**config.mk**
```make
export PLATFORM = sky130hd
export DESIGN_NAME = lcd_ctrl_flat
export DESIGN_NICKNAME = d
export VERILOG_FILES = /design/src/rtl/lcd_if.sv /design/src/rtl/lcd_ctrl.sv /design/src/flat_wrapper.sv
export SDC_FILE = /design/constraint.sdc
export NUM_CORES = 1
export LEC_CHECK = 0
export ABC_AREA = 1
export BUFFER_PORTS_ARGS = -buffer_cell sky130_fd_sc_hd__clkbuf_2
export CAP_MARGIN = 10
export CORE_MARGIN = 5
export CORE_UTILIZATION = 25
export DETAILED_ROUTE_END_ITERATION = 7
export RECOVER_POWER = 25
export SYNTH_ARGS = -nofsm -noshare
export SYNTH_HDL_FRONTEND = slang
export SYNTH_SLANG_ARGS = --single-unit
export TNS_END_PERCENT = 30
```
**constraint.sdc**
```tcl
create_clock -name clk -period 1.95 [get_ports clk]
set_input_delay 0.195 -clock clk [delete_from_list [all_inputs] [get_ports clk]]
set_output_delay 0.195 -clock clk [all_outputs]
set_load 0.005 [all_outputs]
```
**src/rtl/lcd_if.sv**
```systemverilog
// lcd_if: LSU-to-LCD-controller request handshake with busy flag
interface lcd_if;
  logic        req_valid;
  logic [31:0] req_data;
  logic        req_ready;
  logic        busy;
  modport master (output req_valid, req_data, input req_ready, busy);
  modport slave  (input req_valid, req_data, output req_ready, busy);
endinterface

```
**src/rtl/lcd_ctrl.sv**
```systemverilog
// lcd_ctrl: HD44780 bus-cycle sequencer with busy flag; define LCD_INIT_EN for the built-in power-on init sequence
module lcd_ctrl #(
  parameter int SETUP_CYC  = 2,
  parameter int EN_CYC     = 12,
  parameter int HOLD_CYC   = 2,
  parameter int WAIT_SHORT = 2000,
  parameter int WAIT_LONG  = 82000,
  parameter int INIT_DLY   = 750000
) (
  input  logic       clk,
  input  logic       rst,
  lcd_if.slave       bus,
  output logic       LCD_ON,
  output logic       LCD_RS,
  output logic       LCD_RW,
  output logic       LCD_EN,
  output logic [7:0] LCD_DATA
);
`ifdef LCD_INIT_EN
  typedef enum logic [2:0] {IDLE, SETUP, PULSE, HOLD, WAIT, PWRUP} state_t;
  localparam state_t RST_ST = PWRUP;
  localparam logic [19:0] RST_CNT = 20'(INIT_DLY - 1);
`else
  typedef enum logic [2:0] {IDLE, SETUP, PULSE, HOLD, WAIT} state_t;
  localparam state_t RST_ST = IDLE;
  localparam logic [19:0] RST_CNT = 20'd0;
`endif
  state_t      state, state_nx;
  logic [19:0] cnt, cnt_nx;
  logic        ld, rs_nx, on_nx;
  logic [7:0]  data_nx;
  logic        done, long_cmd;
  logic        unused_bits;
`ifdef LCD_INIT_EN
  logic [1:0]  idx, idx_nx, idx_inc;
  logic        ini, ini_nx;
  logic [7:0]  init_cmd;
  assign idx_inc  = idx + 2'd1;
  assign init_cmd = idx_inc == 2'd1 ? 8'h0C : idx_inc == 2'd2 ? 8'h01 : 8'h06;
`endif
  assign unused_bits   = ^bus.req_data[30:9];
  assign done          = cnt == 20'd0;
  assign long_cmd      = !LCD_RS && LCD_DATA[7:2] == 6'd0 && LCD_DATA[1:0] != 2'd0;
  assign bus.req_ready = state == IDLE;
  assign bus.busy      = state != IDLE;
  assign LCD_EN        = state == PULSE;
  assign LCD_RW        = 1'b0;
  // State, countdown and the pin shadow registers; reset clears pins asynchronously
  always_ff @(posedge clk or posedge rst)
    if (rst) begin
      state    <= RST_ST;
      cnt      <= RST_CNT;
      LCD_RS   <= 1'b0;
      LCD_DATA <= 8'h00;
      LCD_ON   <= 1'b0;
`ifdef LCD_INIT_EN
      idx      <= 2'd0;
      ini      <= 1'b1;
`endif
    end else begin
      state <= state_nx;
      cnt   <= cnt_nx;
      if (ld) begin
        LCD_RS   <= rs_nx;
        LCD_DATA <= data_nx;
        LCD_ON   <= on_nx;
      end
`ifdef LCD_INIT_EN
      idx <= idx_nx;
      ini <= ini_nx;
`endif
    end
  // Next state, counter reload on every state entry, and pin load on acceptance
  always_comb begin
    state_nx = state;
    cnt_nx   = cnt - 20'd1;
    ld       = 1'b0;
    rs_nx    = bus.req_data[8];
    data_nx  = bus.req_data[7:0];
    on_nx    = bus.req_data[31];
`ifdef LCD_INIT_EN
    idx_nx   = idx;
    ini_nx   = ini;
`endif
    case (state)
      IDLE: if (bus.req_valid) begin
        ld       = 1'b1;
        state_nx = SETUP;
        cnt_nx   = 20'(SETUP_CYC - 1);
      end
      SETUP: if (done) begin
        state_nx = PULSE;
        cnt_nx   = 20'(EN_CYC - 1);
      end
      PULSE: if (done) begin
        state_nx = HOLD;
        cnt_nx   = 20'(HOLD_CYC - 1);
      end
      HOLD: if (done) begin
        state_nx = WAIT;
        cnt_nx   = long_cmd ? 20'(WAIT_LONG - 1) : 20'(WAIT_SHORT - 1);
      end
      WAIT: if (done) begin
        state_nx = IDLE;
        cnt_nx   = 20'd0;
`ifdef LCD_INIT_EN
        if (ini && idx != 2'd3) begin
          ld       = 1'b1;
          rs_nx    = 1'b0;
          data_nx  = init_cmd;
          on_nx    = 1'b1;
          idx_nx   = idx_inc;
          state_nx = SETUP;
          cnt_nx   = 20'(SETUP_CYC - 1);
        end else
          ini_nx = 1'b0;
`endif
      end
`ifdef LCD_INIT_EN
      PWRUP: if (done) begin
        ld       = 1'b1;
        rs_nx    = 1'b0;
        data_nx  = 8'h38;
        on_nx    = 1'b1;
        state_nx = SETUP;
        cnt_nx   = 20'(SETUP_CYC - 1);
      end
`endif
      default: state_nx = RST_ST;
    endcase
  end
endmodule
```
**src/flat_wrapper.sv**
```systemverilog
// flat-port wrapper written by rule: the top's interface ports become plain ports
module lcd_ctrl_flat 
#(
  parameter int SETUP_CYC  = 2,
  parameter int EN_CYC     = 12,
  parameter int HOLD_CYC   = 2,
  parameter int WAIT_SHORT = 2000,
  parameter int WAIT_LONG  = 82000,
  parameter int INIT_DLY   = 750000
)
  (clk, rst, LCD_ON, LCD_RS, LCD_RW, LCD_EN, LCD_DATA, bus_req_valid, bus_req_data, bus_req_ready, bus_busy);
  lcd_if bus_i ();
  input  logic clk;
  input  logic rst;
  output logic LCD_ON;
  output logic LCD_RS;
  output logic LCD_RW;
  output logic LCD_EN;
  output logic [7:0] LCD_DATA;
  input wire logic [$bits(bus_i.req_valid)-1:0] bus_req_valid;
  input wire logic [$bits(bus_i.req_data)-1:0] bus_req_data;
  output wire logic [$bits(bus_i.req_ready)-1:0] bus_req_ready;
  output wire logic [$bits(bus_i.busy)-1:0] bus_busy;
  assign bus_i.req_valid = bus_req_valid;
  assign bus_i.req_data = bus_req_data;
  assign bus_req_ready = bus_i.req_ready;
  assign bus_busy = bus_i.busy;
  lcd_ctrl #(.SETUP_CYC(SETUP_CYC), .EN_CYC(EN_CYC), .HOLD_CYC(HOLD_CYC), .WAIT_SHORT(WAIT_SHORT), .WAIT_LONG(WAIT_LONG), .INIT_DLY(INIT_DLY)) u_core (.clk(clk), .rst(rst), .bus(bus_i), .LCD_ON(LCD_ON), .LCD_RS(LCD_RS), .LCD_RW(LCD_RW), .LCD_EN(LCD_EN), .LCD_DATA(LCD_DATA));
endmodule
```
==> results.toml <==
[status]
status = "finished, final reports clean"

[power_and_ir_drop]
ir_drop_mv = 0.758
p_leak_nw = 1.14
finalPower_mw = 3.71
p_per_area_nw_per_um2 = 1660

[cts]
cts_buffer_depth = 2
htreeDepth = 2
cts_resized = 0
cts_tree = "built"
clk_latency_ns = 0.28
root_buffer = "clkbuf_8"
clock-sinks = 33
cts_buffers = 5
path_clk_slew_ns = 0.07

[placement]
port_buffers = 25
post-dp-hpwl_mm = 2.73
post_dp_cell_area_um2 = 2110
dp_slack_ns = 0.180
place_inst = 348
place.gp.congestion = 0.774

[setup_path]
worst-setup-path-type = "flop to flop"
worstPathArrival_ns = 1.89
cp_data_required_time_ns = 2.09
cp-end-kind = "flop"
critPathLaunchType = "flop"
cp_max_fo = 6

[sta]
slew_headroom_pct = 46.4
finalCriticalPeriod_ns = 1.74
max_freq_mhz = 574
hold_violations = 0
maxSlewViolCount = 0
skew_ns = 0.00580
grt_setup_unrepaired = "false"
worst_slack_ns = 0.207
worst_slew_pin_slew_ns = 0.803
finalCritPeriodShare_pct = 89.4
report.final.setup_viol = 0
fin_tns_setup_ns = 0

[min_path]
hold_class = "input port to flop"

[finish]
nets = 293
design_area_um2 = 2230
regArea_um2 = 826
multi_input_area_um2 = 916
num_antenna_cells = 0
n_fill_cell = 787
area_growth_pct = 20.3
drive_above_1_share_pct = 24.4
final_cells = 357

[die]
ios = 49
core_area_um2 = 7250
die-area_um2 = 9240
start_util_pct = 25.6
die_w_um = 96.1
num_rows = 31
die_height_um = 96.1

[yosys]
ys_warn_count = 0
synth_cells = 223
yosysUniqueCellTypes = 31
yosysSeqAreaShare_pct = 44.5
syn_avg_cell_area_um2 = 8.32
syn-num-nets = 259
ys_seq_elements = 33
syn_area_um2 = 1850

[routing]
route.antenna.remaining_nets = 0
drc_errors = 0
wl_mm = 3.61
drt_first_iter_violations = 75
via_per_inst = 4.14
drtPass1Iterations = 4
vias = 1478
wl_per_cell_um = 10.1

[flow_run]
drv_cap = 0

[global_route]
antenna_found_initial = 0
grt_max_degree = 34
grt_usage_pct = 8.84
grt_pass1_vias = 1450
overflow = 0
grt_pass1_wl_mm = 6.34
## metal layers
metal	GRT usage [%]	wire length [um]	vias to the layer above
met2	14.7	1730	28
met5	0	0	-
met4	3.32	45	0
li1	-	-	767
met1	10.8	1700	679
met3	2.50	138	4
## cell usage after synthesis, drive strengths merged
master,n,area (um2)
o21ai,5,28.8
a21oi,11,55.1
nand3b,1,7.51
o22ai,2,12.5
nand3,13,77.6
xor2,7,61.3
conb,1,3.75
o21a,1,7.51
or2,1,6.26
nor2,49,238
xnor2,6,52.6
nand2,54,235
ha,1,12.5
mux2,7,90.1
buf,2,18.8
dfrtp,33,826
inv,25,93.8
nand4,2,12.5
nor3,2,15.0
## power by group
group	leakage (nW)	total [mW]	switching (mW)	internal, mW
registers	0.419	1.18	0.220	0.955
logic	0.659	1.88	1.12	0.764
clock network	0.0585	0.656	0.240	0.417
## per-stage QoR
step                hold WS (ns)  util (%)
finish                     0.147      30.8
detailed placement         0.295      29.0
global route               0.135      30.8
global placement           0.297      29.0
floorplan                  0.324         -
CTS                        0.139      30.8
## what timing repair did
action | CTS | global route
buffers inserted | 0 | 0
endpoints found under the hold margin | 27 | 0
hold buffers | 1 | 0
## critical path, stage by stage (launching register included)
cell and delay, ns:
dfrtp_1 0.37, inv_1 0.13, ha_1 0.24, nand2_2 0.11, nor2_4 0.23, nand3_4 0.14, o21ai_0 0.29, o22ai_1 0.11
## worst paths after layout
kind	startpoint	endpoint	slack (ns)	cells past startpoint
worst max-delay path	u_core.cnt[0]	u_core.cnt[1]	0.21	7
worst min-delay path	bus_req_data[31]	u_core.LCD_ON	0.15	2
worst max register to register	u_core.cnt[0]	u_core.cnt[1]	0.21	7
worst min register to register	u_core.LCD_ON	u_core.LCD_ON	0.52	1
max in group asynchronous	rst	u_core.state[2]	0.77	4
min in group asynchronous	rst	u_core.LCD_ON	0.67	4
## flip-flops by register name, indices dropped and copies added, names as in the netlist
name and cells:
u_core.LCD_DATA 8, u_core.LCD_ON 1, u_core.LCD_RS 1, u_core.cnt 20, u_core.state 3
## layout make-up
class | count | share of cell area, %
multi-input cells | 163 | 41.1
flip-flops and latches | 33 | 37.0
repair buffers | 29 | 6.95
well taps | 99 | 5.55
inverters | 25 | 4.21
clock buffers | 7 | 3.87
clock inverters | 1 | 1.35
## layout by cell type, fill, tap and decap left out, types with 2 or more instances in the layout
master	count
mux2_4	3
dfrtp_1	33
o21ai_1	2
buf_4	2
nand2_1	47
nand2_2	4
inv_1	22
nand4_1	2
clkbuf_8	6
nor2_4	4
clkbuf_2	26
nand3_1	12
inv_2	3
nor2_1	41
xor2_1	7
nand2_4	3
mux2_2	4
nor2_2	3
a21oi_1	11
o22ai_1	2
xnor2_1	6
o21ai_0	2
## logic make-up after synthesis
kind of cell / count (synthesis) / synth area share (%)
adder cells (fa/ha/maj): 1 / 0.675
other: 1 / 0.202
multiplexers: 7 / 4.86
XOR/XNOR: 13 / 6.14
buffers and inverters: 27 / 6.07
AO/OA/AOI/OAI: 19 / 5.60
AND/OR/NAND/NOR: 122 / 31.9
flip-flops: 33 / 44.5
(Power assumes the default switching activity.)
